[src/rtl/seq_shifter_pkg.sv]
// shifter_pkg: op encodings (shared with ALU decode) and FSM states for seq_shifter
package shifter_pkg;
   localparam int OP_W = 3;
   typedef enum logic [OP_W-1:0] {
      OP_NONE = 3'b000,
      OP_LSL  = 3'b001,
      OP_LSR  = 3'b010,
      OP_ASR  = 3'b011,
      OP_ROL  = 3'b100,
      OP_ROR  = 3'b101
   } shift_op_e;
   typedef enum logic [1:0] {IDLE, SHIFT, DONE} state_e;
endpackage

[src/rtl/seq_shifter_shift_step.sv]
// shift_step: combinational shift/rotate of val_i by k bits; ROL/ROR only with SEQ_SHIFTER_ROTATE_EN
module shift_step import shifter_pkg::*; #(
   parameter int WIDTH = 16,
   localparam int AMT_W = $clog2(WIDTH)
) (
   input  logic [WIDTH-1:0] val_i,
   input  logic [OP_W-1:0]  op,
   input  logic [AMT_W-1:0] k,
   output logic [WIDTH-1:0] val_o,
   output logic             carry_o
);
   always_comb begin
      val_o = val_i;
      carry_o = 1'b0;
      case (op)
         OP_LSL: {carry_o, val_o} = {1'b0, val_i} << k;
         OP_LSR: {val_o, carry_o} = {val_i, 1'b0} >> k;
         OP_ASR: {val_o, carry_o} = $signed({val_i, 1'b0}) >>> k;
`ifdef SEQ_SHIFTER_ROTATE_EN
         OP_ROL: begin
            val_o = (val_i << k) | (val_i >> (WIDTH - int'(k)));
            carry_o = (k != '0) & val_o[0];
         end
         OP_ROR: begin
            val_o = (val_i >> k) | (val_i << (WIDTH - int'(k)));
            carry_o = (k != '0) & val_o[WIDTH-1];
         end
`endif
         default: ;
      endcase
   end
endmodule

[src/rtl/seq_shifter.sv]
// seq_shifter: multi-cycle shifter/rotator, up to STEP bits per clock, valid/ready on both sides.
// ROL/ROR are implemented only when SEQ_SHIFTER_ROTATE_EN is defined.
module seq_shifter import shifter_pkg::*; #(
   parameter int WIDTH = 16,
   parameter int STEP = 1,
   localparam int AMT_W = $clog2(WIDTH)
) (
   input  logic             clk,
   input  logic             rst_n,
   input  logic             in_valid,
   output logic             in_ready,
   input  logic [WIDTH-1:0] shift_in,
   input  logic [OP_W-1:0]  shift_op,
   input  logic [AMT_W-1:0] shift_amt,
   output logic             out_valid,
   input  logic             out_ready,
   output logic [WIDTH-1:0] shift_out,
   output logic             carry_out,
   output logic             zero
);
   localparam logic [AMT_W:0] STEP_W = (AMT_W+1)'(STEP);
   state_e state_q, state_d;
   logic [WIDTH-1:0] val_q, val_d, step_val;
   logic [OP_W-1:0] op_q, op_d;
   logic [AMT_W-1:0] rem_q, rem_d, k;
   logic carry_q, carry_d, step_carry, in_ready_q, in_ready_d, out_valid_q, out_valid_d;
   assign k = ({1'b0, rem_q} < STEP_W) ? rem_q : STEP_W[AMT_W-1:0];
   shift_step #(.WIDTH(WIDTH)) u_step (
      .val_i(val_q), .op(op_q), .k(k), .val_o(step_val), .carry_o(step_carry)
   );
   always_comb begin
      state_d = state_q;
      val_d = val_q;
      op_d = op_q;
      rem_d = rem_q;
      carry_d = carry_q;
      case (state_q)
         IDLE: if (in_valid) begin
            state_d = SHIFT;
            val_d = shift_in;
            op_d = shift_op;
            rem_d = shift_amt;
            carry_d = 1'b0;
         end
         SHIFT: begin
            val_d = step_val;
            carry_d = step_carry;
            rem_d = rem_q - k;
            state_d = (rem_q == k) ? DONE : SHIFT;
         end
         default: state_d = out_ready ? IDLE : DONE;
      endcase
      in_ready_d = state_d == IDLE;
      out_valid_d = state_d == DONE;
   end
   always_ff @(posedge clk) begin
      if (!rst_n) begin
         state_q <= IDLE;
         val_q <= '0;
         op_q <= '0;
         rem_q <= '0;
         carry_q <= 1'b0;
         in_ready_q <= 1'b1;
         out_valid_q <= 1'b0;
      end else begin
         state_q <= state_d;
         val_q <= val_d;
         op_q <= op_d;
         rem_q <= rem_d;
         carry_q <= carry_d;
         in_ready_q <= in_ready_d;
         out_valid_q <= out_valid_d;
      end
   end
   assign in_ready = in_ready_q;
   assign out_valid = out_valid_q;
   assign shift_out = val_q;
   assign carry_out = carry_q;
   assign zero = out_valid_q & ~|val_q;
endmodule

[config.mk]
export PLATFORM = sky130hd
export DESIGN_NAME = seq_shifter
export DESIGN_NICKNAME = d
export VERILOG_FILES = /design/src/rtl/seq_shifter_pkg.sv /design/src/rtl/seq_shifter_shift_step.sv /design/src/rtl/seq_shifter.sv
export SDC_FILE = /design/constraint.sdc
export NUM_CORES = 1
export LEC_CHECK = 0
export BUFFER_PORTS_ARGS = -buffer_cell sky130_fd_sc_hd__buf_4
export CAP_MARGIN = 30
export CORE_MARGIN = 1.5
export CORE_UTILIZATION = 49
export CTS_BUF_LIST = sky130_fd_sc_hd__clkbuf_8
export DETAILED_ROUTE_END_ITERATION = 7
export PLACE_DENSITY = 0.7
export SLEW_MARGIN = 20
export SYNTH_ARGS = -nofsm -noshare
export SYNTH_HDL_FRONTEND = slang
export SYNTH_HIERARCHICAL = 1
export SYNTH_SLANG_ARGS = --single-unit
[constraint.sdc]
create_clock -name clk -period 3.24 [get_ports clk]
set_clock_uncertainty 0.1 [all_clocks]
set_input_delay 0.972 -clock clk [delete_from_list [all_inputs] [get_ports clk]]
set_output_delay 0.972 -clock clk [all_outputs]
set_load 0.005 [all_outputs]
* Word level (Yosys, flattened, before mapping)
Index checks and enable logic that the tools add are counted.
** Cells by class
- Add/subtract/negate cells :: 1
- Order comparisons :: 1
- Eq/ne operators :: 8
- Shifts and indexed selects :: 3
- Muxes and demuxes :: 13
- Bitwise logic cells :: 1
- Reductions and logical operators :: 8
** Operators by type and width (count)
- 16-bit one-hot mux with 3 select lines :: 1
- 16-bit one-hot mux with 2 select lines :: 1
- 16-bit by 4-bit << shifter with 17-bit output :: 1
- 17-bit by 4-bit right shift with 17-bit output :: 1
- 17-bit by 4-bit >>> shifter with 17-bit output :: 1
- 16-bit two-way mux :: 1
- 16-bit OR reduction :: 1
- 4-bit two-way mux :: 2
- 4-bit one-hot mux with 2 select lines :: 1
- 3-bit by 2-bit == test with 1-bit output, second input constant :: 2
- 2-bit two-way mux :: 3
- 4-bit == test :: 1
- 2-bit logical NOT :: 2
- 4-bit by 1-bit < comparator with 1-bit output, second input constant :: 1
- 4-bit by 1-bit inequality test with 1-bit output, second input constant :: 1
- 2-bit one-hot mux with 2 select lines :: 1
- 2-bit AND reduction :: 2
- 4-bit subtractor :: 1
- 3-bit by 1-bit == test with 1-bit output, second input constant :: 1
- 1-bit one-hot mux with 3 select lines :: 1
- 3-bit AND reduction :: 1
- 2-bit by 1-bit == test with 1-bit output, second input constant :: 1
- 2-bit == test, second input constant :: 1
- 2-bit inequality test, second input constant :: 1
- other kinds (5) :: 5
** Storage, ports and cells
- Register bits :: 28
- Input bits :: 27
- Output and inout bits :: 20
- Logic and storage cells :: 42

* Depth between registers and ports, before layout
Gate-level depths: netlist (run 1).
- Word-level depth :: 6
- Depth in mapped cells :: 13
- Depth with buffers taken out :: 10

* Cells and area by module
Netlist (run 1), hierarchy kept.
** Modules (own cells, without submodules)
- shift_step :: times used 1, cells each 245, area each 1851.8 µm², seq. area each 0.0 µm²
- seq_shifter :: times used 1, cells each 138, area each 1375.1 µm², seq. area each 560.5 µm²

* Worst setup path after synthesis (run 1)
OpenSTA, ideal clock, no wires.
- Path kind :: flip-flop to flip-flop
- Start point :: register rem_q[3]
- End point :: register val_q[0] (netlist: shift_out[0])
- Library setup time :: 116 ps
- Data arrival time :: 2167 ps
- Required time :: 3024 ps
- Setup slack :: 857 ps
- Stages on the path, launching flop included :: 11
- Path buffers :: 2
- Clock period less this slack :: 2383 ps
- Path through :: dfxtp_1 -> nor3_1 -> nand2b_1 -> buf_6 -> buf_12 -> mux4_2 -> mux2_2 -> a221o_1 -> mux2i_1 -> nand2_1 -> o211a_1
** Between the ends
- Word-level cells in the longest chain between the ends :: 5
- Elaborated cells on any way between the ends :: 7
- Classes of those cells :: order compare (1); shift (3); mux (3)
** RTL lines
- start, declared :: line seq_shifter.sv:25 : logic [AMT_W-1:0] rem_q, rem_d, k;
- start signal, assigned :: line seq_shifter.sv:69 : rem_q <= rem_d;
- 4-bit by 1-bit < comparator with 1-bit output * :: line seq_shifter.sv:27 : assign k = ({1'b0, rem_q} < STEP_W) ? rem_q : STEP_W[AMT_W-1:0];
- 4-bit two-way mux * :: line seq_shifter.sv:27
- named net k[0] :: line seq_shifter.sv:25
- 17-bit by 4-bit >>> shifter with 17-bit output (tied with other cells) :: line seq_shifter_shift_step.sv:18 : OP_ASR: {val_o, carry_o} = $signed({val_i, 1'b0}) >>> k;
- 16-bit one-hot mux with 3 select lines * :: line seq_shifter_shift_step.sv:15 : case (op)
- named net step_val[0] :: line seq_shifter.sv:23 : logic [WIDTH-1:0] val_q, val_d, step_val;
- 16-bit one-hot mux with 2 select lines * :: line seq_shifter.sv:37 : case (state_q)
- end signal, assigned :: line seq_shifter.sv:67 : val_q <= val_d;
- end, declared :: line seq_shifter.sv:23
Mark *: on every way through the listed nets, which the timed path passes. The rest lies on a longest branch.
A chain may end at the register's enable or synchronous reset.

* Worst setup path after layout (run 1)
- Start point :: register rem_q[3]
- End point :: register val_q[3] (netlist: shift_out[3])
Same word-level chain as after synthesis.

==> results of run 1 <==
tightest hold or removal path, delay by kind of cell (launching register included):
| kind | cells | cell delay (ns) |
|---|---|---|
| flops | 1 | 0.35 |
| compound gates | 1 | 0.07 |
| simple gates | 1 | 0.07 |
power by group:
part           total (mW)  internal (mW)  switching, mW
Clock               0.280          0.166          0.114
Combinational        1.09          0.511          0.574
Sequential          0.510          0.398          0.113
Total                1.88           1.07          0.801
metrics by stage:
| step | instances | hold slack (ns) | setup WS, ns |
|---|---|---|---|
| floorplan | 390 | 0.3748 | 0.8567 |
| global placement | 496 | 0.3915 | 0.3081 |
| detailed placement | 496 | 0.4067 | 0.3140 |
| CTS | 500 | 0.4229 | 0.2600 |
| global route | 500 | 0.4547 | 0.06068 |
| finish | 500 | 0.4196 | 0.3010 |
repair_timing:
action,4_1_cts,5_1_grt
hold endpoints to repair,0,0
gates resized for setup,0,1
setup endpoints to repair,0,1
layer usage:
metal / global-route usage (%) / share of wire, %
met2: 46.91 / 45
met4: 10.43 / 2.8
met1: 42.82 / 42
met5: 0 / 0
met3: 5.310 / 10
layout make-up:
cell class / count / area [sq um]
inverter: 9 / 33.78
sequential: 28 / 560.5
clock inverter: 1 / 30.03
clock buffer: 3 / 41.29
timing repair buffer: 62 / 465.4
tap: 77 / 96.34
fill: 583 / 2693
multi-input combinational: 320 / 2430
cell families (layout without fill, tap and decap cells):
logic type,after synthesis,in the layout,share of synthesized area (%)
adders and majority gates,2,2,0.7754
and+or+nand+nor,129,129,19.39
other,1,8,0.1162
DFF,28,28,17.37
AOI/OAI and AO/OA,113,113,26.33
xor gates and xnor gates,2,2,0.5429
muxes,66,66,27.10
buffers and inverters,42,75,8.375
final timing paths:
| check | startpoint | to | slack, ns | cells past startpoint |
|---|---|---|---|---|
| worst max-delay path | rem_q[3] | shift_out[3] | 0.30 | 10 |
| worst min-delay path | rem_q[3] | rem_q[3] | 0.42 | 2 |
| worst max register to register | rem_q[3] | shift_out[3] | 0.30 | 10 |
| worst min register to register | rem_q[3] | rem_q[3] | 0.42 | 2 |
synth_stat cells (2+ instances only):
cell	n	area share [%]
nor2b_1	7	1.4
a32oi_1	3	0.81
o2bb2ai_1	2	0.54
mux4_1	7	5.7
a211oi_1	6	1.4
o21ai_0	16	2.5
and3_1	3	0.58
or3_1	4	0.78
nor4_1	3	0.58
and2_1	3	0.58
a31oi_1	7	1.4
nor2_1	44	5.1
a221o_1	4	1.2
nand4_1	2	0.39
mux2_2	10	3.5
o21bai_1	2	0.47
o21a_1	2	0.47
o211a_1	16	5.0
a21oi_1	14	2.2
nor3_1	2	0.31
mux4_2	7	4.9
dfxtp_1	28	17
a22o_1	8	2.2
nand2b_1	10	1.9
buf_2	9	1.4
mux2i_1	42	13
nand3_1	5	0.78
a211o_1	2	0.54
nand2_1	38	4.4
clkbuf_1	8	0.93
ha_1	2	0.78
buf_6	8	2.8
a221oi_1	3	0.81
o211ai_1	10	2.3
o32ai_1	2	0.54
o22ai_1	3	0.58
inv_1	9	1.0
buf_4	5	1.2
flip-flops by register name (all words and copies together), names as in the netlist:
signal     flops
out_valid      1
op_q           3
rem_q          4
in_ready       1
shift_out     16
carry_out      1
state_q        2
==> results.md, run 1 <==
* Status: finished clean
* Vias per cell at 6.866
* Nets at 453
* Final period utilization at approximately nine tenths
* Main synth FF type: dfxtp_1
* Crit path time final at 2.939 ns
* Most Frequent Cell on Critical Path: mux2i_1
* Hold Crit Class: flop to flop
* Clk_lat worst skew at 0.28 ns
* CTS tree: built
* Global-route wire length before repair at 17.24 mm
* Largest stage delay on the critical path at 0.46 ns
* All-Layer GR Usage at a little under a third
* Final Power at 1.875 mW
* CP arrival at 3.02 ns
* Routed via count at 3433
* Final Hold Viols at 0
* Largest net degree at the start of global routing at 38
* Number of hold buffers added after cts at 0
* Worst vdd ir at 0.0004229 V
* DRC Markers at 0
* WP buf/inv at 1
* Leakage power at 1.640 nW
* Max-Cap Viols at 0
* Synth warn at 6
* Initial DRC count at between 500 and 600
* Postcts setup bufs at 0
* Setup CP Type: flop to flop
* Die width at 84.15 um
* Synth Instances at 383
* Unrepaired setup endpoints after global routing: no
* Total Wirelength at 10.74 mm
* Post-route antenna net violation count at 0
* Slew Limit Fails at 0
* CP Cell Sequence: nor3_1, nand2b_4, buf_4, mux2i_1, mux2i_1, a2111oi_0, o21ai_0, mux2i_1, nand2_1, o211a_1
* Die Ht at 84.15 um
* Pre-antenna DRT Iters at 6
* Commonest non-fill, non-tap cell in the layout: buf_4
* Unique masters post-synth at between 60 and 70
* H-tree depth at 1
* Final Core Density at 57.60%
* Drt wl/cell at 21.48 um
* Slew @ Worst Pin at between 0.6 and 0.7 ns
* Clk sink count at 28
* Final setup violation count at 0
* Root Buffer: clkbuf_8
* CORE AREA at between 6000 and 7000 sq um
* Placed inst area at 3581 sq um
* Initial antenna violation count at 0
* PwrDens at approximately 510 nW/um^2
* Number of buffers created by CTS at 3
* Most frequent cells in the layout: buf_4 (62), nor2_1 (44), mux2i_1 (42), nand2_1 (38), dfxtp_1 (28)
* CP max FO at 18
* Sequential area share after synthesis at 17.37%
* Critical Path RT at 3.32 ns
* Die Area at between 7000 and 8000 sq um
* CP delay by family, top: compound AO/OA/AOI/OAI gates
* Setup crit start kind: flop
* Gpl congestion at ~0.95
* Total grt overflow at 0
* Share of cells above drive strength 1 at 20.80%
* FF+latch count, synth at 28
* IO Count at 47
* N_diodes at 0
* Syn_area_per_cell at 8.425 sq um
* Port bufs at between 40 and 50
* Slew headroom at 56.98%
* Vias in the first global route at 3197
* Detailed placer's ending HPWL at 7.623 mm
* Area grow syn2layout at 13.34%
* Fin area at 3657 sq um
* Final TNS setup at 0 ns
* Max frequency at 340.3 MHz
* CP Capture Type: flop
* Slowest CP cell: a2111oi_0
* Mapped Area at 3227 sq um
* Worst-path clk slew at 0.10 ns
* EDFF count, synth at 0
* Max Buffers Root-to-Sink at 2
* Row count at 29
* Initial core utilization at 50.82%
* Post-synth ARST share at 0%
No activity file was read; power rests on OpenSTA's default activity.
==> run 2: changes to the inputs <==
CAP_MARGIN = default   (was 30)
CORE_UTILIZATION = 50   (was 49)
PLACE_DENSITY = 0.71   (was 0.7)
==> run 2 against run 1 <==
Against the previous run:
- routed wire length down 2.2%
- sequential share of layout area up 0.18 points
- fmax rose by 1.6%
- cell count fell by 0.40%
- die area shrank 1.9%
- clock-buffer cell count did not move
- critical path type unchanged
- critical endpoint unchanged
- highest routed layer unchanged
==> results.md, run 2 (synthesized netlist as in run 1, its figures left out) <==
* Cells on worst reg2reg path at 10 (unchanged)
* CP max FO at 19 (+1)
* Final setup violation count at 0 (unchanged)
* Slew headroom at 27.21% (-30 points)
* Root Buffer: clkbuf_8
* Drt wl/cell at 21.08 um (-1.9%)
* Clk_lat worst skew at 0.27 ns (about the same)
* Slew Limit Fails at 0 (unchanged)
* Setup crit start kind: flop
* Global-route wire length before repair at 16.77 mm (-2.8%)
* N_diodes at 0 (unchanged)
* Slowest CP cell: a2111oi_0
* Vias per cell at 6.745 (-1.8%)
* Status: finished clean
* Post_cts resized at 0 (unchanged)
* CTS tree: built
* WP depth at 10 (unchanged)
* Pre-antenna DRT Iters at 5 (-1)
* CP delay by family, top: simple AND/OR/NAND/NOR gates
* Worst-path clk slew at 0.09 ns (about the same)
* Hold-critical path depth at 2 (unchanged)
* Hold Crit Class: flop to flop
* WP buf/inv at 0 (-1)
* Initial core utilization at 51.41% (+0.59 points)
* Postcts setup bufs at 0 (unchanged)
* Final Core Density at 57.58% (about the same)
* Largest net degree at the start of global routing at 38 (unchanged)
* Max FFs per register at 16 (unchanged)
* Final period utilization at 89.30% (-1.4 points)
* Initial antenna violation count at 0 (unchanged)
* IO Count at 47 (unchanged)
* CP arrival at 2.96 ns (-0.06 ns)
* Post-route antenna net violation count at 0 (unchanged)
* Max Buffers Root-to-Sink at 2 (unchanged)
* Most frequent cells in the layout: buf_4 (61), nor2_1 (44), mux2i_1 (42), nand2_1 (38), dfxtp_1 (28)
* Number of hold buffers added after cts at 0 (unchanged)
* Min-delay src: rem_q[3]
* Row count at 29 (unchanged)
* Fillers at 601 (+3.1%)
* Setup CP Type: flop to flop
* Final TNS setup at 0 ns (unchanged)
* Crit path launch: rem_q[3]
* Routed via count at 3359 (-2.2%)
* Vias in the first global route at 3138 (-1.8%)
* Total grt overflow at 0 (unchanged)
* Gpl congestion at 0.9866 (+3.4%)
* Area grow syn2layout at 12.02%
* Commonest non-fill, non-tap cell in the layout: buf_4
* CP Capture Type: flop
* Max frequency at 345.6 MHz (+1.6%)
* Total Wirelength at 10.50 mm (-2.2%)
* Crit path time final at 2.893 ns (-0.04554 ns)
* Worst vdd ir at 0.0003544 V (-16%)
* Number of buffers created by CTS at 3 (unchanged)
* Leakage power at 1.617 nW (-1.4%)
* Die Area at 6945 sq um (-1.9%)
* Share of cells above drive strength 1 at 20.43% (-0.38 points)
* Unrepaired setup endpoints after global routing: no
* Max-Cap Viols at 0 (unchanged)
* H-tree depth at 1 (unchanged)
* Slew @ Worst Pin at 1.090 ns (+0.4456 ns)
* Die width at 83.34 um (-0.97%)
* All-Layer GR Usage at 29.91% (-0.44 points)
* CP Cell Sequence: nor3_1, nand2b_2, mux2_2, mux2i_1, nor3_1, a2111oi_0, o21ai_0, mux2i_1, nand2_1, o211a_1
* Initial DRC count at 494 (-13%)
* Clk sink count at 28 (unchanged)
* Port bufs at 46 (unchanged)
* DRC Markers at 0 (unchanged)
* Detailed placer's ending HPWL at 7.439 mm (-2.4%)
* Final Hold Viols at 0 (unchanged)
* Critical Path RT at 3.31 ns (about the same)
* Die Ht at 83.34 um (-0.97%)
* Worst reg2reg startpoint: rem_q[3]
* Largest stage delay on the critical path at 0.43 ns (-0.03 ns)
* CORE AREA at 6277 sq um (-1.1%)
* Nets at 452 (-0.22%)
* PwrDens at 491.1 nW/um^2 (-4.2%)
-- run 2: changes by cell type in the layout (fill, tap and decap cells not counted) --
cell / before / now
bufinv_16: 1 / 0
buf_4: 62 / 61
nand2b_2: 0 / 1
nand2b_4: 1 / 0
-- run 2: power by group --
part	total (mW)	internal [mW]	switching (mW)
registers	0.542	0.397	0.145
clock network	0.188	0.0835	0.105
logic	1.04	0.515	0.530
total	1.78	0.996	0.780
-- run 2: area by class of cell --
type	count	area, sq um	share of cell area (%)
flip-flops and latches	28	560.5	15.51
inverters	9	33.78	0.9346
repair buffers	61	457.9	12.67
well taps	77	96.34	2.665
multi-input cells	320	2425	67.08
clock buffers	3	41.29	1.142
-- run 2: worst register-to-register path, delay by kind of cell (launching register included) --
| family | cells | cell delay, ns |
|---|---|---|
| multiplexers | 3 | 0.76 |
| AO/OA/AOI/OAI | 3 | 0.73 |
| flip-flops | 1 | 0.34 |
| AND/OR/NAND/NOR | 4 | 0.86 |
-- run 2: path summary, 6_finish.rpt --
| check | slack (ns) | end |
|---|---|---|
| worst min register to register | 0.42 | rem_q[3] |
| worst max register to register | 0.35 | shift_out[3] |
| worst min-delay path | 0.42 | rem_q[3] |
| worst max-delay path | 0.35 | shift_out[3] |
-- run 2: per-layer routing --
| metal | vias up | track usage (%) | part of all wire, % |
|---|---|---|---|
| li1 | 1529 | - | - |
| met1 | 1596 | 42.82 | 43 |
| met2 | 202 | 45.23 | 45 |
| met3 | 32 | 5.964 | 9.8 |
| met5 | - | 0 | 0 |
| met4 | 0 | 9.394 | 2.5 |
-- run 2: stage by stage --
step	instances	hold slack (ns)	instance area, sq um	worst slack [ns]	total power, mW
final	498	0.4157	3615	0.3466	1.775
after global routing	498	0.4388	3615	0.03902	1.894
after CTS	498	0.4188	3615	0.3465	1.746
after detailed placement	495	0.4030	3573	0.3968	1.553
after global placement	495	0.3888	3573	0.3821	1.537
after floorplan	390	0.3748	3253	0.8567	1.301
